$ cat src/rtl/ahb_sram_slave.sv
// AHB-Lite SRAM slave: word-organised memory with byte-lane writes, programmable
// wait states before OKAY data phases and a two-cycle ERROR response.
module ahb_sram_slave #(
  parameter int ADDR_WIDTH  = 8,
  parameter int WAIT_STATES = 0
) (
  input  logic                  ACLK,
  input  logic                  ARESETN,
  input  logic                  HSEL,
  input  logic [ADDR_WIDTH-1:0] HADDR,
  input  logic [2:0]            HBURST,
  input  logic [2:0]            HSIZE,
  input  logic [1:0]            HTRANS,
  input  logic                  HWRITE,
  input  logic [31:0]           HWDATA,
  input  logic                  HREADY,
  output logic                  HREADYOUT,
  output logic                  HRESP,
  output logic [31:0]           HRDATA
);

  localparam int DEPTH = 1 << (ADDR_WIDTH - 2);
  localparam logic [3:0] WAIT_INIT = 4'((WAIT_STATES > 0) ? WAIT_STATES - 1 : 0);

  typedef enum logic [2:0] {
    ST_IDLE, ST_WAIT, ST_DATA, ST_ERR1, ST_ERR2
  } state_t;

  state_t                state;
  logic [3:0]            wait_cnt;
  logic [ADDR_WIDTH-1:0] addr_q;
  logic [2:0]            size_q;
  logic                  write_q;
  logic [31:0]           mem [DEPTH];
  logic [3:0]            be;
  logic                  capture, accept, legal;

  // Every beat carries its own address, so burst type and the SEQ/NONSEQ
  // distinction carry no information here.
  logic unused_ok;
  assign unused_ok = ^{HBURST, HTRANS[0]};

  assign capture = HSEL & HTRANS[1] & HREADY;
  // Only states whose cycle can end a data phase may take a new address, so a
  // stray HREADY during WAIT/ERR1 can never disturb the pending transfer.
  assign accept  = capture & ((state == ST_IDLE) | (state == ST_DATA) | (state == ST_ERR2));

  always_comb begin
    legal = 1'b0;
    case (HSIZE)
      3'd0:    legal = 1'b1;
      3'd1:    legal = ~HADDR[0];
      3'd2:    legal = (HADDR[1:0] == 2'b00);
      default: legal = 1'b0;
    endcase
  end

  always_ff @(posedge ACLK) begin
    if (!ARESETN) begin
      state     <= ST_IDLE;
      wait_cnt  <= '0;
      addr_q    <= '0;
      size_q    <= '0;
      write_q   <= 1'b0;
      HREADYOUT <= 1'b1;
      HRESP     <= 1'b0;
    end else begin
      if (accept) begin
        addr_q  <= HADDR;
        size_q  <= HSIZE;
        write_q <= HWRITE;
      end
      case (state)
        ST_WAIT: begin
          if (wait_cnt == 4'd0) begin
            state     <= ST_DATA;
            HREADYOUT <= 1'b1;
            HRESP     <= 1'b0;
          end else begin
            wait_cnt  <= wait_cnt - 4'd1;
          end
        end
        ST_ERR1: begin
          state     <= ST_ERR2;
          HREADYOUT <= 1'b1;
          HRESP     <= 1'b1;
        end
        default: begin
          if (accept && !legal) begin
            state     <= ST_ERR1;
            HREADYOUT <= 1'b0;
            HRESP     <= 1'b1;
          end else if (accept && WAIT_STATES > 0) begin
            state     <= ST_WAIT;
            wait_cnt  <= WAIT_INIT;
            HREADYOUT <= 1'b0;
            HRESP     <= 1'b0;
          end else if (accept) begin
            state     <= ST_DATA;
            HREADYOUT <= 1'b1;
            HRESP     <= 1'b0;
          end else begin
            state     <= ST_IDLE;
            HREADYOUT <= 1'b1;
            HRESP     <= 1'b0;
          end
        end
      endcase
    end
  end

  always_comb begin
    be = 4'b0000;
    case (size_q)
      3'd0:    be[addr_q[1:0]] = 1'b1;
      3'd1:    be = addr_q[1] ? 4'b1100 : 4'b0011;
      default: be = 4'b1111;
    endcase
  end

  // Memory is deliberately not reset; reset only suppresses the pending commit.
  always_ff @(posedge ACLK) begin
    if (ARESETN && state == ST_DATA && write_q) begin
      for (int i = 0; i < 4; i++)
        if (be[i]) mem[addr_q[ADDR_WIDTH-1:2]][8*i +: 8] <= HWDATA[8*i +: 8];
    end
  end

  always_comb begin
    HRDATA = '0;
    if (state == ST_DATA && !write_q) HRDATA = mem[addr_q[ADDR_WIDTH-1:2]];
  end

endmodule

$ cat config.mk
export PLATFORM = sky130hd
export DESIGN_NAME = ahb_sram_slave
export DESIGN_NICKNAME = d
export VERILOG_FILES = /design/src/rtl/ahb_sram_slave.sv
export SDC_FILE = /design/constraint.sdc
export NUM_CORES = 2
export LEC_CHECK = 0
export CAP_MARGIN = 0
export CELL_PAD_IN_SITES_DETAIL_PLACEMENT = 0
export CELL_PAD_IN_SITES_GLOBAL_PLACEMENT = 1
export CORE_MARGIN = 3
export CORE_UTILIZATION = 52
export DETAILED_ROUTE_END_ITERATION = 12
export PLACE_DENSITY = 0.76
export SETUP_SLACK_MARGIN = 0.5
export SYNTH_ARGS = -nofsm -noshare
export SYNTH_HDL_FRONTEND = slang
export SYNTH_SLANG_ARGS = --single-unit
export TNS_END_PERCENT = 50
$ cat constraint.sdc
create_clock -name ACLK -period 5.08 [get_ports ACLK]
set_input_delay 1.016 -clock ACLK [delete_from_list [all_inputs] [get_ports ACLK]]
set_output_delay 1.016 -clock ACLK [all_outputs]
set_load 0.02 [all_outputs]
==> flow_summary.yaml <==
clock_tree:
  cts.path.max_buffers: 3
  cts.clk_slew.worst_paths_ns: 0.06
  cts_buffers: 199
  clock-root-buffer: "clkbuf_16"
  clock_sinks: 2075
  htree_levels: 4
  cts_hold_buf: 0
  cts_tree: "yes"
  clock_latency_ns: 0.84
placed_design:
  dp_hpwl_um: 128000
  place.gp.congestion: 0.852
  place_ws_ns: 0.516
  port_buffers: 82
synth:
  synth_adder_area_share_pct: 0.0155
  synthDistinctLibCells: 60
  synth.top_cell.area_share_pct: 76.3
  synth-edff-count: 2048
  syn_nets: 3732
  ys_ff_latch: 2075
  synth-simple-area-share_pct: 2.56
  synth_top_family_by_area: "multiplexers"
  synth_compound_area_share_pct: 1.59
  synthArstFlopShare_pct: 0
  synth_warnings: 0
  syn-cell-area_um2: 80600
  synth-xor-area-share_pct: 0.0326
  avgSynthCellArea_um2: 21.9
  synth.top_cells.by_count: "edfxtp_1, mux4_2, nor2_1"
  synth_area_leader_cell: "edfxtp_1"
  synthTopCellsByArea: "edfxtp_1, mux4_2, mux2i_1"
  synth_seq_area_share_pct: 77.0
  synth_ff_type: "edfxtp_1"
  synthMostInstantiatedCell: "edfxtp_1"
  syn_inst: 3678
  synthMuxAreaShare_pct: 17.4
timing:
  timing.fmax_mhz: 213
  fin_crit_sh_pct: 92.4
  min_period_ns: 4.69
  tns_ns: 0
  relSlewSlack_pct: 14.7
  skew_ns: 0.0466
  finalSetupViolations: 0
  finalMaxSlewViolations: 0
  worst_pin_slew_ns: 1.28
  fin_ws_ns: 0.386
  finalHoldViolCount: 0
  rsz0062_at_grt: "true"
detailed_routing:
  ant_nets: 0
  drcViolationCount: 0
  totalWireLength_um: 210000
  drtPass1Iterations: 6
  drt_iter0_drc: 5226
  dr_wl_met3_um: 21300
  highest_layer: "met5"
  wl_per_cell_um: 33.3
  route.met2.wl_um: 102000
  vias: 40000
  wirelength_met1_um: 77800
  viasPerCell: 6.35
worst_setup_path:
  slowest_delay_ns: 0.55
  required_ns: 4.06
  end_kind: "primary output"
  path_max_fanout: 21
  cp.buffers_inverters: 3
  arrival_ns: 3.68
  path_cells: "buf_12 > buf_12 > mux4_2 > mux4_2 > a222oi_1 > o22ai_2 > dlygate4sd2_1"
  criticalPathCategory: "register to primary output"
  start_kind: "register"
  critPathTopFamily: "multiplexers"
  r2r_slack_ns: 1.53
  cp_slowest_cell: "mux4_2"
flow_run:
  drv_cap: 0
layout:
  fillers: 10400
  regArea_um2: 62100
  multi_input_area_um2: 17800
  nNetsFinal: 4158
  layout-drive-gt1-share_pct: 31.5
  area_growth_pct: 15.8
floorplanning:
  num_rows: 143
  die-area_um2: 160000
  core-area_um2: 153000
  io_pins: 87
  die_w_um: 400
  initial_utilization_pct: 52.7
  die_h_um: 400
run_status:
  status: "completed"
global_route:
  antenna_found_initial: 4
  track_usage_pct: 26.7
  grt_pass1_wl_um: 298000
  grt_pass1_vias: 39900
  grt_overflow_total: 0
  grt_max_degree: 65
power_and_ir_drop:
  power_density_nw_per_um2: 370
  leakage_uw: 0.0285
  ir_worst_vdd_v: 0.000404
worst_hold_path:
  hp-class: "register to register"
layout by cell type, fill, tap and decap left out, types with 21 or more instances in the layout:
cell type,count
buf_2,40
nand2_1,130
mux4_2,554
dfxtp_1,21
nor2_1,277
a22oi_1,33
clkbuf_16,203
buf_4,262
mux2_2,28
buf_16,25
clkinv_2,38
clkinv_1,51
edfxtp_1,2048
buf_12,39
mux2i_1,111
a21oi_1,23
clkbuf_1,35
final cells by class:
cell class	count	area share (%)
Antenna cell	7	0.0188
Clock buffer	236	5.53
Clock inverter	130	1.30
Inverter	9	0.0389
Multi-Input combinational cell	1391	19.1
Sequential cell	2075	66.5
Tap cell	2030	2.72
Timing Repair Buffer	428	4.80
report_power, final:
part / internal [uW] / switching, uW / leakage (uW)
clock network: 8180 / 6320 / 0.00311
logic: 489 / 759 / 0.00682
registers: 18800 / 14.5 / 0.0186
total: 27500 / 7090 / 0.0285
metrics by stage:
stage / cell area (um^2) / utilization (%) / hold WS, ns / std cells / power [uW]
2_1_floorplan: 80600 / - / 0.443 / 3678 / 19700
3_3_place_gp: 84800 / 55.4 / 0.445 / 5822 / 20300
3_5_place_dp: 84800 / 55.4 / 0.447 / 5822 / 20300
4_1_cts: 92700 / 60.6 / 0.462 / 6254 / 34700
5_1_grt: 93300 / 61.0 / 0.484 / 6299 / 35500
6_report: 93300 / 61.0 / 0.457 / 6306 / 34600
state kept, by name (all words and copies together), names as in the netlist, named ones only:
register	flops
HREADYOUT	1
HRESP	1
addr_q	8
mem	2048
size_q	3
state	3
wait_cnt	4
write_q	1
worst paths after layout:
check / endpoint / cells after the start / from
min: HREADYOUT$_SDFFE_PN1N_ / 1 / HREADYOUT$_SDFFE_PN1N_
max reg2reg: mem[28][28]$_DFFE_PP_ / 3 / addr_q[4]$_SDFFE_PN0N_
max: HRDATA[2] / 7 / register
min reg2reg: HREADYOUT$_SDFFE_PN1N_ / 1 / HREADYOUT$_SDFFE_PN1N_
logic make-up after synthesis:
family,Yosys count
buffers and inverters,212
AO/OA/AOI/OAI,184
adder cells (fa/ha/maj),1
XOR/XNOR,3
flip-flops,2075
multiplexers,706
AND/OR/NAND/NOR,497
repair_timing:
action | 4_1_cts | 5_1_grt
resized for setup | 193 | 50
cloned | 15 | 2
setup buffers | 51 | 43
pin swaps | 13 | 7
setup endpoints to repair | 32 | 31
routing by layer:
layer / vias up / GRT usage (%)
met1: 21300 / 36.1
met2: 2116 / 41.9
met3: 390 / 6.82
met4: 4 / 10.9
li1: 16200 / -
met5: - / 0
worst reg2reg max path, delay by kind of cell (launching register included):
kind | cells | cell delay, ns
DFF | 1 | 0.53
and+or+nand+nor | 3 | 2.61
Power figures use the tool's default switching activity.
